File: src/rtl/sme_pkg.sv
// Shared definitions for the sme_param string matcher: metacharacters, FSM
// states, pattern element kinds and the remaining-length helper.
package sme_pkg;

  localparam logic [7:0] CH_SPACE = 8'h20;
  localparam logic [7:0] CH_START = 8'h5E;  // '^'
  localparam logic [7:0] CH_END   = 8'h24;  // '$'
  localparam logic [7:0] CH_ANY   = 8'h2E;  // '.'
  localparam logic [7:0] CH_STAR  = 8'h2A;  // '*', only special with SME_STAR_EN

  typedef enum logic [1:0] {
    LOAD = 2'd0,
    SCAN = 2'd1,
    DONE = 2'd2
  } state_t;

  typedef enum logic [2:0] {
    EL_LIT   = 3'd0,
    EL_ANY   = 3'd1,
    EL_START = 3'd2,
    EL_END   = 3'd3,
    EL_STAR  = 3'd4
  } elem_t;

  // True when an attempt starting at offset s still has room for 'need'
  // consuming pattern characters.
  function automatic logic remaining_ok(input logic [15:0] s,
                                        input logic [15:0] str_len,
                                        input logic [15:0] need);
    return (s <= str_len) && ((str_len - s) >= need);
  endfunction

endpackage

File: src/rtl/sme_char_buf.sv
// Serial-load character buffer: write pointer, length, sticky overflow and
// restart-on-first-write after arm. Combinational read port.
module sme_char_buf #(
  parameter int CHAR_W = 8,
  parameter int DEPTH  = 32,
  parameter int LEN_W  = $clog2(DEPTH + 1),
  parameter int ADDR_W = (DEPTH > 1) ? $clog2(DEPTH) : 1
) (
  input  logic              clk,
  input  logic              reset,
  input  logic              wr_en,
  input  logic [CHAR_W-1:0] wr_data,
  input  logic              arm,
  input  logic              round_start,
  input  logic [LEN_W-1:0]  rd_addr,
  output logic [CHAR_W-1:0] rd_data,
  output logic [LEN_W-1:0]  len,
  output logic              ovf
);

  localparam logic [LEN_W-1:0] DEPTH_L = LEN_W'(DEPTH);

  logic [CHAR_W-1:0] mem [DEPTH];
  logic [LEN_W-1:0]  len_reg, len_next;
  logic              ovf_reg, ovf_next;
  logic              fresh_reg, fresh_next;
  logic              we;
  logic [ADDR_W-1:0] waddr;

  always_comb begin
    len_next   = len_reg;
    ovf_next   = ovf_reg;
    fresh_next = fresh_reg;
    we         = 1'b0;
    waddr      = '0;
    if (round_start) ovf_next = 1'b0;
    if (wr_en) begin
      if (fresh_reg) begin
        // first write after arm restarts the buffer
        we         = 1'b1;
        len_next   = LEN_W'(1);
        fresh_next = 1'b0;
      end else if (len_reg == DEPTH_L) begin
        ovf_next = 1'b1;
      end else begin
        we       = 1'b1;
        waddr    = len_reg[ADDR_W-1:0];
        len_next = len_reg + LEN_W'(1);
      end
    end
    if (arm) fresh_next = 1'b1;
  end

  always_ff @(posedge clk or posedge reset) begin
    if (reset) begin
      len_reg   <= '0;
      ovf_reg   <= 1'b0;
      fresh_reg <= 1'b1;
    end else begin
      len_reg   <= len_next;
      ovf_reg   <= ovf_next;
      fresh_reg <= fresh_next;
    end
  end

  always_ff @(posedge clk) begin
    if (we) mem[waddr] <= wr_data;
  end

  assign rd_data = (rd_addr < DEPTH_L) ? mem[rd_addr[ADDR_W-1:0]] : '0;
  assign len     = len_reg;
  assign ovf     = ovf_reg;

endmodule

File: src/rtl/sme_param.sv
// Parametrised string-matching engine with '^' '$' '.' metacharacters.
// Define SME_STAR_EN to make the first '*' in a pattern match any run of chars.
module sme_param
  import sme_pkg::*;
#(
  parameter int CHAR_W  = 8,
  parameter int STR_MAX = 32,
  parameter int PAT_MAX = 10,
  parameter int IDX_W   = $clog2(STR_MAX)
) (
  input  logic              clk,
  input  logic              reset,
  input  logic [CHAR_W-1:0] chardata,
  input  logic              isstring,
  input  logic              ispattern,
  output logic              match,
  output logic [IDX_W-1:0]  match_index,
  output logic              valid,
  output logic              busy,
  output logic              ovf
);

  // one spare count so offsets can run to str_len+1 without wrapping
  localparam int SL_W = $clog2(STR_MAX + 2);
  localparam int PL_W = $clog2(PAT_MAX + 2);
  localparam logic [PL_W-1:0]   PAT_MAX_L = PL_W'(PAT_MAX);
  localparam logic [CHAR_W-1:0] C_SPACE   = CHAR_W'(CH_SPACE);
  localparam logic [CHAR_W-1:0] C_START   = CHAR_W'(CH_START);
  localparam logic [CHAR_W-1:0] C_END     = CHAR_W'(CH_END);
  localparam logic [CHAR_W-1:0] C_ANY     = CHAR_W'(CH_ANY);
`ifdef SME_STAR_EN
  localparam logic [CHAR_W-1:0] C_STAR    = CHAR_W'(CH_STAR);
`endif

  state_t            state_reg, state_next;
  logic [SL_W-1:0]   s_reg, s_next, q_reg, q_next;
  logic [PL_W-1:0]   p_reg, p_next, need_reg, need_next;
  logic              pat_loaded_reg, pat_loaded_next;
  logic              round_open_reg, round_open_next;
  logic              match_reg, match_next;
  logic [IDX_W-1:0]  idx_reg, idx_next;
`ifdef SME_STAR_EN
  logic              star_set_reg, star_set_next;
  logic [PL_W-1:0]   star_p_reg, star_p_next;
  logic [SL_W-1:0]   star_q_reg, star_q_next;
  logic              star_seen_reg, star_seen_next;
  logic              in_star;
`endif

  logic              load_active, str_wr, pat_wr, round_start, arm, counted;
  logic [SL_W-1:0]   str_len, str_addr;
  logic [PL_W-1:0]   pat_len;
  logic [CHAR_W-1:0] str_char, pat_char;
  logic              str_ovf, pat_ovf;
  elem_t             elem;
  logic              elem_ok, consume;

  assign load_active = (state_reg == LOAD);
  assign str_wr      = load_active && isstring;
  assign pat_wr      = load_active && ispattern && !isstring;
  assign round_start = (str_wr || pat_wr) && !round_open_reg;
  assign arm         = (state_reg == DONE);

  sme_char_buf #(.CHAR_W(CHAR_W), .DEPTH(STR_MAX), .LEN_W(SL_W)) u_str_buf (
    .clk         (clk),
    .reset       (reset),
    .wr_en       (str_wr),
    .wr_data     (chardata),
    .arm         (arm),
    .round_start (round_start),
    .rd_addr     (str_addr),
    .rd_data     (str_char),
    .len         (str_len),
    .ovf         (str_ovf)
  );

  sme_char_buf #(.CHAR_W(CHAR_W), .DEPTH(PAT_MAX), .LEN_W(PL_W)) u_pat_buf (
    .clk         (clk),
    .reset       (reset),
    .wr_en       (pat_wr),
    .wr_data     (chardata),
    .arm         (arm),
    .round_start (round_start),
    .rd_addr     (p_reg),
    .rd_data     (pat_char),
    .len         (pat_len),
    .ovf         (pat_ovf)
  );

  // need_reg counts consuming pattern elements; anchors and the honoured star
  // take no string characters.
  always_comb begin
    counted = !(chardata == C_START || chardata == C_END);
`ifdef SME_STAR_EN
    in_star = (chardata == C_STAR);
    if (in_star && !(pat_loaded_reg && star_seen_reg)) counted = 1'b0;
    star_seen_next = star_seen_reg;
`endif
    need_next       = need_reg;
    pat_loaded_next = pat_loaded_reg;
    round_open_next = round_open_reg;
    if (round_start) round_open_next = 1'b1;
    if (pat_wr) begin
      pat_loaded_next = 1'b1;
      if (!pat_loaded_reg) begin
        need_next = PL_W'(counted);
`ifdef SME_STAR_EN
        star_seen_next = in_star;
`endif
      end else if (pat_len != PAT_MAX_L) begin
        need_next = need_reg + PL_W'(counted);
`ifdef SME_STAR_EN
        if (in_star) star_seen_next = 1'b1;
`endif
      end
    end
    if (arm) begin
      pat_loaded_next = 1'b0;
      round_open_next = 1'b0;
    end
  end

  always_comb begin
    elem = EL_LIT;
    if (pat_char == C_ANY)        elem = EL_ANY;
    else if (pat_char == C_START) elem = EL_START;
    else if (pat_char == C_END)   elem = EL_END;
`ifdef SME_STAR_EN
    else if (pat_char == C_STAR && !star_set_reg) elem = EL_STAR;
`endif
  end

  // '^' looks at the character before q, everything else at q itself
  assign str_addr = (elem == EL_START) ? (q_reg - SL_W'(1)) : q_reg;

  always_comb begin
    state_next = state_reg;
    s_next     = s_reg;
    q_next     = q_reg;
    p_next     = p_reg;
    match_next = match_reg;
    idx_next   = idx_reg;
    elem_ok    = 1'b0;
    consume    = 1'b0;
`ifdef SME_STAR_EN
    star_set_next = star_set_reg;
    star_p_next   = star_p_reg;
    star_q_next   = star_q_reg;
`endif
    case (state_reg)
      LOAD: begin
        if (!isstring && !ispattern && pat_loaded_reg) begin
          state_next = SCAN;
          s_next     = '0;
          q_next     = '0;
          p_next     = '0;
`ifdef SME_STAR_EN
          star_set_next = 1'b0;
`endif
        end
      end
      SCAN: begin
        if (str_len == '0) begin
          state_next = DONE;
          match_next = 1'b0;
          idx_next   = '0;
        end else if (p_reg == pat_len) begin
          state_next = DONE;
          match_next = 1'b1;
          idx_next   = IDX_W'(s_reg);
        end else if (p_reg == '0 &&
                     !remaining_ok(16'(s_reg), 16'(str_len), 16'(need_reg))) begin
          state_next = DONE;
          match_next = 1'b0;
          idx_next   = '0;
        end else begin
          case (elem)
            EL_ANY: begin
              elem_ok = (q_reg < str_len);
              consume = 1'b1;
            end
            EL_START: elem_ok = (q_reg == '0) || (str_char == C_SPACE);
            EL_END:   elem_ok = (q_reg == str_len) || (str_char == C_SPACE);
`ifdef SME_STAR_EN
            EL_STAR: begin
              elem_ok       = 1'b1;
              star_set_next = 1'b1;
              star_p_next   = p_reg + PL_W'(1);
              star_q_next   = q_reg;
            end
`endif
            default: begin
              elem_ok = (q_reg < str_len) && (str_char == pat_char);
              consume = 1'b1;
            end
          endcase
          if (elem_ok) begin
            p_next = p_reg + PL_W'(1);
            if (consume) q_next = q_reg + SL_W'(1);
          end else begin
`ifdef SME_STAR_EN
            // let the star swallow one more character before giving up the offset
            if (star_set_reg && (star_q_reg < str_len)) begin
              star_q_next = star_q_reg + SL_W'(1);
              q_next      = star_q_reg + SL_W'(1);
              p_next      = star_p_reg;
            end else begin
              star_set_next = 1'b0;
              s_next        = s_reg + SL_W'(1);
              q_next        = s_reg + SL_W'(1);
              p_next        = '0;
            end
`else
            s_next = s_reg + SL_W'(1);
            q_next = s_reg + SL_W'(1);
            p_next = '0;
`endif
          end
        end
      end
      DONE:    state_next = LOAD;
      default: state_next = LOAD;
    endcase
  end

  always_ff @(posedge clk or posedge reset) begin
    if (reset) begin
      state_reg      <= LOAD;
      s_reg          <= '0;
      q_reg          <= '0;
      p_reg          <= '0;
      need_reg       <= '0;
      pat_loaded_reg <= 1'b0;
      round_open_reg <= 1'b0;
      match_reg      <= 1'b0;
      idx_reg        <= '0;
`ifdef SME_STAR_EN
      star_set_reg   <= 1'b0;
      star_p_reg     <= '0;
      star_q_reg     <= '0;
      star_seen_reg  <= 1'b0;
`endif
    end else begin
      state_reg      <= state_next;
      s_reg          <= s_next;
      q_reg          <= q_next;
      p_reg          <= p_next;
      need_reg       <= need_next;
      pat_loaded_reg <= pat_loaded_next;
      round_open_reg <= round_open_next;
      match_reg      <= match_next;
      idx_reg        <= idx_next;
`ifdef SME_STAR_EN
      star_set_reg   <= star_set_next;
      star_p_reg     <= star_p_next;
      star_q_reg     <= star_q_next;
      star_seen_reg  <= star_seen_next;
`endif
    end
  end

  assign match       = match_reg;
  assign match_index = idx_reg;
  assign valid       = (state_reg == DONE);
  assign busy        = (state_reg == SCAN) || (state_reg == DONE);
  assign ovf         = str_ovf || pat_ovf;

endmodule

File: config.mk
export PLATFORM = sky130hd
export DESIGN_NAME = sme_param
export DESIGN_NICKNAME = d
export VERILOG_FILES = /design/src/rtl/sme_pkg.sv /design/src/rtl/sme_char_buf.sv /design/src/rtl/sme_param.sv
export SDC_FILE = /design/constraint.sdc
export NUM_CORES = 1
export LEC_CHECK = 0
export BUFFER_PORTS_ARGS = -buffer_cell sky130_fd_sc_hd__buf_2
export CORE_UTILIZATION = 45
export CTS_CLUSTER_SIZE = 14
export DETAILED_ROUTE_END_ITERATION = 7
export PLACE_DENSITY_LB_ADDON = 0.15
export SLEW_MARGIN = 20
export SYNTH_ARGS = -nofsm -noshare
export SYNTH_HDL_FRONTEND = slang
export SYNTH_SLANG_ARGS = --single-unit
File: constraint.sdc
create_clock -name clk -period 15.5 [get_ports clk]
set_clock_uncertainty 0.1 [all_clocks]
set_input_delay 0 -clock clk [delete_from_list [all_inputs] [get_ports clk]]
set_output_delay 0 -clock clk [all_outputs]
set_load 0.05 [all_outputs]
# After elaboration in Yosys (flattened, before gate mapping)
# Memory sizes are Yosys's and may differ from the RTL's.
# Index checks and enable logic that the tools add are counted.
# word_totals
memories,2
reg_bits,44
elab_cells,178
mem_bits_rw,336
out_inout_bits,9
# op_classes
n_addsub,8
reduce_logical,38
n_eq_ne,27
order_cmp,5
n_mux,83
# mem_list
name,words,word_bits,read_ports,rd_clocked_by_memory_dff,wr,line_no,source
u_str_buf.mem,32,8,1,0,1,sme_char_buf.sv:23,logic [CHAR_W-1:0] mem [DEPTH];
u_pat_buf.mem,10,8,1,0,1,sme_char_buf.sv:23,
# op_table
operator,count
6-bit two-way mux,13
4-bit two-way mux,12
1-bit two-way mux,38
"8-bit by 6-bit == test with 1-bit output, second input constant",4
5-bit two-way mux,6
6-bit one-hot mux with 2 select lines,2
"6-bit by 1-bit adder with 6-bit output, second input constant",3
"8-bit by 7-bit == test with 1-bit output, second input constant",2
16-bit by 4-bit greater-or-equal comparator with 1-bit output,1
8-bit two-way mux,2
2-bit two-way mux,7
6-bit logical NOT,2
6-bit AND reduction,2
2-bit AND reduction,5
1-bit logical AND,9
"4-bit by 1-bit adder with 4-bit output, second input constant",2
8-bit == test,1
"2-bit by 1-bit inequality test with 1-bit output, second input constant",4
"2-bit inequality test, second input constant",4
"4-bit inequality test, second input constant",2
4-bit one-hot mux with 2 select lines,1
2-bit nonzero test,4
6-bit by 6-bit subtractor with 7-bit output,1
"3-bit by 2-bit == test with 1-bit output, second input constant",2
23 further kinds,32

# Logic depth before layout (Yosys ltp)
# Gate-level depths: netlist (run 1).
# logic_depth
depth_word,22
mapped_depth,24

# By module
# Synthesis (run 1) repeated with hierarchy kept, for this count alone.
# unflattened
hier_cells,1045
area_unflattened_um2,16819.9
# by_module_without_submodules
module,n_inst,cells_each,area_per_inst_um2
sme_char_buf at u_str_buf,1,516,10592.7
sme_char_buf at u_pat_buf,1,214,3539.6
sme_param,1,315,2687.6

# Least setup slack after synthesis (run 1)
# OpenSTA, ideal clock, no wires.
# synth_timing
kind,register to register
from,register q_reg[0]
to,register q_reg[4]
period_less_slack_ps,5632
arrival_time_ps,5438
setup_time_ps,94
required_ps,15306
path_buffers,8
path_stages_with_launch,20
slack_ps,9868
cell_sequence,dfrtp_1 > clkbuf_1 > buf_2 > buf_2 > inv_1 > clkbuf_1 > ha_1 > clkbuf_1 > clkbuf_1 > buf_1 > clkbuf_1 > mux4_2 > a2111oi_1 > nor3_2 > o41ai_1 > a31oi_1 > o21ai_1 > inv_2 > a31o_2 > a211oi_1
# synth_between
elab_chain_len,16
# synth_rtl
element,line_no,source
from (decl),sme_param.sv:36,"logic [SL_W-1:0] s_reg, s_next, q_reg, q_next;"
from (signal assigned),sme_param.sv:246,q_reg <= q_next;
6-bit by 1-bit subtractor with 6-bit output,sme_param.sv:134,assign str_addr = (elem == EL_START) ? (q_reg - SL_W'(1)) : q_reg;
6-bit two-way mux,sme_param.sv:134,
memory 32 x 8 bit or 6-bit less-than comparator (tied branches),n/a,
8-bit two-way mux,sme_char_buf.sv:70,assign rd_data = (rd_addr < DEPTH_L) ? mem[rd_addr[ADDR_W-1:0]] : '0;
8-bit == test or 8-bit by 6-bit == test with 1-bit output (tied branches),"sme_param.sv:193, sme_param.sv:182, sme_param.sv:183",
1-bit logical AND (tied with other cells),sme_param.sv:193,elem_ok = (q_reg < str_len) && (str_char == pat_char);
1-bit one-hot mux with 3 select lines,sme_param.sv:177,case (elem)
1-bit two-way mux,sme_param.sv:171,end else if (p_reg == '0 &&
1-bit two-way mux,sme_param.sv:167,end else if (p_reg == pat_len) begin
1-bit two-way mux,sme_param.sv:163,if (str_len == '0) begin
1-bit two-way mux,sme_param.sv:150,case (state_reg)
6-bit two-way mux,sme_param.sv:197,if (elem_ok) begin
6-bit two-way mux,sme_param.sv:171,
6-bit two-way mux,sme_param.sv:167,
6-bit two-way mux,sme_param.sv:163,
6-bit one-hot mux with 2 select lines,sme_param.sv:150,
# Several ways; a longest one is shown, not always the timed one. The select of a mux whose other input is x is not followed.
# A chain may end at the register's enable or synchronous reset.

# Final worst setup path (run 1)
# layout_timing
from,register p_reg[0]
to,register s_reg[5]
# layout_between
elab_chain_len,19
# layout_rtl
element,line_no,source
from (decl),sme_param.sv:37,"logic [PL_W-1:0] p_reg, p_next, need_reg, need_next;"
from (signal assigned),sme_param.sv:247,p_reg <= p_next;
memory 10 x 8 bit or 4-bit less-than comparator (tied branches),n/a,
8-bit two-way mux,sme_char_buf.sv:70,
8-bit by 6-bit == test with 1-bit output,sme_param.sv:127,else if (pat_char == C_END) elem = EL_END;
2-bit two-way mux,sme_param.sv:127,
2-bit two-way mux,sme_param.sv:126,else if (pat_char == C_START) elem = EL_START;
2-bit two-way mux,sme_param.sv:125,if (pat_char == C_ANY) elem = EL_ANY;
3-bit by 2-bit == test with 1-bit output,"sme_param.sv:134, sme_param.sv:177",
6-bit two-way mux,sme_param.sv:134,
[3 not listed],n/a,
1-bit logical AND (tied with other cells),sme_param.sv:193,
1-bit one-hot mux with 3 select lines,sme_param.sv:177,
1-bit two-way mux,sme_param.sv:171,
1-bit two-way mux,sme_param.sv:167,
1-bit two-way mux,sme_param.sv:163,
1-bit two-way mux,sme_param.sv:150,
2-bit inequality test (no source line),n/a,
6-bit AND reduction (no source line) (*),n/a,
to (signal assigned),sme_param.sv:245,s_reg <= s_next;
to (decl),sme_param.sv:36,
# Mark *: on every way between the ends. The rest lies on a longest branch, timed or not. The select of a mux whose other input is x is not followed.

==> run_results.csv, run 1 <==
group,metric,value,unit
status,outcome,"finished with violations",
status,violations,"hold timing",
timing,holdWs,-0.000765,ns
floorplan,row_count,76,
synth,yosysSeqAreaShare,0.566,
cts,clk_pin_slew_worst_paths,0.07,ns
floorplan,die_w,212,um
synth,ys_warn_count,0,
final_layout,syn2layout_area_growth,10.9,%
synth,yosysTopAreaCell,"edfxtp_1",
synth,synthArstFlopShare,0.116,
floorplan,ios,21,
worst_setup_path,cp_max_fo,41,
final_layout,top_regs,"u_str_buf.mem x256, u_pat_buf.mem x80",
cts,hold_buffers,11,
worst_setup_path,worstPathRequired,15.84,ns
cts,post_cts_buffers,0,
synth,synthCells,1485,
grt,grt_max_degree,56,
cts,cts_root_buffer,"clkbuf_16",
cts,cts_buffers,42,
final_layout,top_register,"u_str_buf.mem",
final_layout,most-common-layout-cells,"edfxtp_1, nor2_1, mux4_2",
timing,worst_pin_slew,1.08,ns
grt,grt_util_all_layers,0.253,
pwr,powerDensity,171,nW/um^2
synth,synth_area,19800,um^2
grt,grt_pass1_wl,83100,um
worst_hold_path,hold_path.class,"in -> reg",
detailed_routing,wl,55500,um
grt,antenna_found_initial,0,
floorplan,die_area,44800,um^2
place,io_buffers,20,
final_layout,nFillCells,3701,
synth,syn-num-nets,1530,
final_layout,largest_reg_flops,256,
floorplan,core,43200,um^2
timing,min_period,7.34,ns
synth,synthDistinctLibCells,91,
place,gp_congestion,0.894,
final_layout,instances_no_fill,2106,
floorplan,die_h,212,um
timing,hold_violations,1,
job,drv_cap,0,
place,dp_hpwl,35000,um
worst_setup_path,crit_path_end_kind,"flop",
cts,tritoncts,"built",
synth,synth_area_leaders,"edfxtp_1, mux4_2, dfrtp_1, mux2i_1, nor2_1",
timing,slew_violations,0,
cts,numClockSinks,380,
cts,h-tree-depth,2,
cts,cts_resized,0,
timing,finalSetupViolations,0,
timing,max_freq,136,MHz
synth,synth_edf_count,336,
grt,first_global_vias,12700,
detailed_routing,via_per_inst,6.33,
timing,post-route-period-util,0.474,
cts,clock_path_buffers,3,
cts,clkLatencyLatePin,0.58,ns
worst_setup_path,worstSetupStartpointType,"flop",
detailed_routing,vias,13300,
detailed_routing,postRouteAntennaNets,0,
final_layout,fin_area,21900,um^2
final_layout,n_antenna_cell,0,
detailed_routing,drc,0,
synth,synth_top_area_share,0.510,
synth,ys.flop_type,"edfxtp_1",
detailed_routing,wl_per_cell,26.4,um
detailed_routing,drt_iter0_markers,1666,
floorplan,start_util,0.458,
final_layout,drive_above_1_share,0.179,
grt,grt.overflow.total,0,
synth,yosys_register_bits,380,
final_layout,num-nets-final,1533,
timing,rsz0062_at_grt,"no",
timing,slew_headroom,0.277,
pwr,ir_drop,0.0000840,V
pwr,leakagePower,7.30,nW
place,placed_cells,2018,
place,placed_area,20300,um^2
worst_setup_path,worstPathArrival,7.68,ns
timing,setup-tns-final,0,ns
synth,syn_area_per_cell,13.3,um^2
worst_setup_path,worstSetupPathType,"reg -> reg",
final_layout,final_common_cell,"edfxtp_1",
detailed_routing,first_pass_iters,6,
## layout make-up
cell class | count | area, um^2 | area share
Multi-Input combinational cell | 972 | 7980 | 0.364
Clock buffer | 46 | 1070 | 0.0486
Timing Repair Buffer | 54 | 403 | 0.0184
Sequential cell | 380 | 11200 | 0.511
Inverter | 38 | 143 | 0.00650
Tap cell | 585 | 732 | 0.0334
Clock inverter | 31 | 407 | 0.0185
## report_power, final
group	switching (mW)	internal [mW]	leakage (nW)
Sequential	0.0947	1.17	3.59
Clock	0.428	0.651	0.717
Combinational	0.852	0.544	2.99
Total	1.37	2.37	7.30
## worst paths after layout
kind / start / depth (start not counted) / endpoint / slack (ns)
max in group asynchronous: reset / 3 / q_reg[0] / 14.50
min reg2reg: match / 1 / match / 0.38
max: p_reg[0] / 17 / s_reg[5] / 8.16
max reg2reg: p_reg[0] / 17 / s_reg[5] / 8.16
min in group asynchronous: reset / 3 / need_reg[3] / 0.09
min: chardata[2] / 1 / u_str_buf.mem[13][2] / -0.0008
## critical path, cell delays in order, from the launching register on
cell	delay (ns)
dfrtp_1	0.35
buf_4	0.24
nor3b_1	0.62
a22oi_1	0.24
o211ai_1	0.40
nand4bb_4	0.72
nor2_4	0.84
buf_16	0.25
nor3_1	0.07
o41ai_1	0.58
nand4_1	0.30
nor2_1	0.23
or4bb_1	0.50
a21oi_1	0.14
o211ai_1	0.13
a211oi_2	0.93
nor2_1	0.10
a2111oi_0	0.40
## through the flow
| stage | hold slack, ns | utilization | total power [mW] | worst slack [ns] |
|---|---|---|---|---|
| 2_1_floorplan | -0.00113 | - | 2.25 | 9.87 |
| 3_3_place_gp | 0.182 | 0.471 | 2.64 | 8.18 |
| 3_5_place_dp | 0.186 | 0.471 | 2.66 | 8.25 |
| 4_1_cts | 0.0164 | 0.508 | 3.74 | 8.24 |
| 5_1_grt | 0.0274 | 0.508 | 3.91 | 7.72 |
| 6_report | -0.000765 | 0.508 | 3.74 | 8.16 |
## routing by layer
layer,track usage,share of wire
met4,0.0762,0.028
met3,0.0445,0.076
met1,0.375,0.45
met2,0.379,0.45
met5,0,0
## logic make-up (layout without fill, tap and decap cells)
group                    after synthesis  after routing  synth area share
AO/OA/AOI/OAI                        257            257            0.0911
AND/OR/NAND/NOR                      455            455             0.112
adder cells (fa/ha/maj)               33             33            0.0213
flip-flops                           380            380             0.566
buffers and inverters                133            169            0.0316
multiplexers                         206            206             0.168
XOR/XNOR                              21             21           0.00930
## synth_stat cells (all sizes together) (4+ instances only)
library cell	instances
a22oi	5
o211ai	16
a21o	11
a211oi	10
inv	36
nor4	11
mux2	24
dfrtp	42
nor3	47
xor2	10
a21oi	34
xnor2	11
o21ai	57
nand2b	9
a31o	4
buf	47
nor2	177
or2	8
a22o	8
a31oi	14
or3	4
mux4	98
and3	12
o41ai	8
o22ai	28
clkbuf	48
edfxtp	336
nand3	40
nand4	13
nand2	84
nor2b	14
mux2i	84
and2	10
nor4b	5
a2111oi	7
o311ai	4
a211o	4
o31ai	13
ha	32
No activity file was read; power rests on OpenSTA's default activity.
==> run 2: changes to the inputs <==
==> constraint.sdc (replaced) <==
create_clock -name clk -period 6.3 [get_ports clk]
set_clock_uncertainty 0.1 [all_clocks]
set_input_delay 0 -clock clk [delete_from_list [all_inputs] [get_ports clk]]
set_output_delay 0 -clock clk [all_outputs]
set_load 0.05 [all_outputs]
==> run_results.csv, run 2 (synthesized netlist as in run 1, its figures left out) <==
group,metric,value,unit
status,outcome,"completed",
timing,slew_violations,0,
pwr,p_switching,3.43,mW
timing,max_freq,165,MHz
cts,clock_path_buffers,3,
final_layout,drive_above_1_share,0.196,
timing,post-route-period-util,0.962,
timing,hold_violations,0,
pwr,netSwitchingFraction,0.367,
final_layout,syn2layout_area_growth,12.4,%
cts,numClockSinks,380,
place,dp_slack,0.253,ns
grt,first_global_vias,12900,
floorplan,die_w,212,um
final_layout,n_antenna_cell,0,
cts,post_cts_buffers,0,
cts,clk_pin_slew_worst_paths,0.06,ns
timing,slew_headroom,0.207,
grt,grt_util_all_layers,0.257,
place,dp_hpwl,37500,um
final_layout,top_register,"u_str_buf.mem",
pwr,power_frac_clock,0.286,
timing,finalSetupViolations,0,
pwr,seq_power_share,0.335,
final_layout,multi_input_area,7970,um^2
detailed_routing,postRouteAntennaNets,0,
worst_setup_path,crit_path_end_kind,"flop",
detailed_routing,vias,13500,
detailed_routing,via_per_inst,6.32,
detailed_routing,first_pass_iters,7,
final_layout,fin_area,22200,um^2
timing,worst_pin_slew,1.18,ns
detailed_routing,wl_per_cell,26.4,um
worst_setup_path,worstSetupStartpointType,"flop",
pwr,leakagePower,7.47,nW
detailed_routing,drt_iter0_markers,1481,
floorplan,row_count,76,
cts,clkLatencyLatePin,0.58,ns
floorplan,die_h,212,um
final_layout,top_regs,"u_str_buf.mem x256, u_pat_buf.mem x80",
timing,setup-tns-final,0,ns
pwr,p_int,5.90,mW
final_layout,num-nets-final,1565,
timing,fin_ws,0.241,ns
floorplan,die_area,44800,um^2
pwr,p_comb_frac,0.379,
pwr,ir_drop,0.000217,V
place,placed_area,20600,um^2
floorplan,ios,21,
floorplan,core,43200,um^2
worst_setup_path,worstPathArrival,6.41,ns
cts,h-tree-depth,2,
grt,grt_max_degree,45,
final_layout,regArea,11200,um^2
final_layout,most-common-layout-cells,"edfxtp_1, nor2_1, mux4_2",
floorplan,start_util,0.458,
cts,cts_root_buffer,"clkbuf_16",
cts,cts_buffers,43,
grt,antenna_found_initial,0,
job,drv_cap,0,
grt,grt.overflow.total,0,
final_layout,largest_reg_flops,256,
timing,rsz0062_at_grt,"no",
place,gp_congestion,0.989,
worst_setup_path,worstSetupPathType,"reg -> reg",
place,io_buffers,20,
pwr,powerDensity,420,nW/um^2
detailed_routing,wl,56400,um
worst_setup_path,cp_max_fo,22,
detailed_routing,drc,0,
worst_hold_path,hold_path.class,"in -> async",
final_layout,final_common_cell,"edfxtp_1",
final_layout,nFillCells,3674,
grt,grt_pass1_wl,84100,um
worst_setup_path,worstPathRequired,6.65,ns
timing,min_period,6.06,ns
cts,tritoncts,"built",
==> run 2: cell types whose count changed in the layout (fill, tap and decap cells not counted), sizes merged <==
| cell | change |
|---|---|
| buf | +31 |
| clkbuf | +9 |
| bufinv | -2 |
| clkinvlp | -2 |
| inv | -2 |
==> run 2: layout make-up <==
class | instances | share of cell area
Clock inverter | 25 | 0.0144
Sequential cell | 380 | 0.504
Clock buffer | 55 | 0.0537
Timing Repair Buffer | 85 | 0.0294
Tap cell | 585 | 0.0329
Multi-Input combinational cell | 972 | 0.359
Inverter | 38 | 0.00648
==> run 2: power groups by stage <==
stage               Clock [mW]  Sequential (mW)  Combinational [mW]
floorplan                    0             3.06                2.48
global placement             0             3.17                3.46
detailed placement           0             3.17                3.47
CTS                       2.70             3.12                3.50
global route              2.80             3.15                3.78
finish                    2.67             3.12                3.54
==> run 2: worst max-delay path, stage by stage (launching register included) <==
cell,delay (ns)
dfrtp_1,0.61
mux2_2,0.39
a222oi_1,0.51
nand2_1,0.18
nand4bb_4,0.38
buf_4,0.33
o21ai_1,0.17
o31ai_1,0.10
o41ai_1,0.74
nand4_1,0.38
nor2_1,0.27
or4bb_1,0.50
a21oi_1,0.14
o211ai_1,0.14
a211oi_2,0.24
buf_4,0.24
nand2_1,0.14
o22ai_1,0.34
==> run 2: stage by stage <==
stage | utilization | std cells | hold WS (ns) | total power [mW]
after detailed placement | 0.477 | 2049 | 0.206 | 6.65
after floorplan | - | 1485 | -0.00113 | 5.55
after CTS | 0.515 | 2140 | 0.0878 | 9.33
after global routing | 0.515 | 2140 | 0.0840 | 9.72
after global placement | 0.477 | 2049 | 0.206 | 6.63
final | 0.515 | 2140 | 0.0215 | 9.33
==> run 2: final timing paths <==
kind	startpoint	to	slack [ns]	cells past startpoint
hold reg to reg	match	match	0.38	1
hold / removal	reset	match_index[2]	0.02	3
min in group clk	chardata[1]	u_str_buf.mem[1][1]	0.08	2
max in group asynchronous	reset	q_reg[1]	5.48	3
setup / recovery	p_reg[1]	p_reg[1]	0.24	17
setup reg to reg	p_reg[1]	p_reg[1]	0.24	17
==> run 2: what timing repair did <==
| item | in CTS | in global routing |
|---|---|---|
| endpoints found under the hold margin | 347 | 0 |
| hold buffers | 11 | 0 |
| resized for setup | 0 | 1 |
| endpoints found under the setup margin | 0 | 15 |
==> run 2: per-layer routing <==
metal,GRT usage,wire length [um],vias to the layer above
li1,-,-,5890
met1,0.382,25700,6959
met2,0.385,25100,581
met3,0.0405,3960,105
met4,0.0800,1700,0
met5,0,0,-
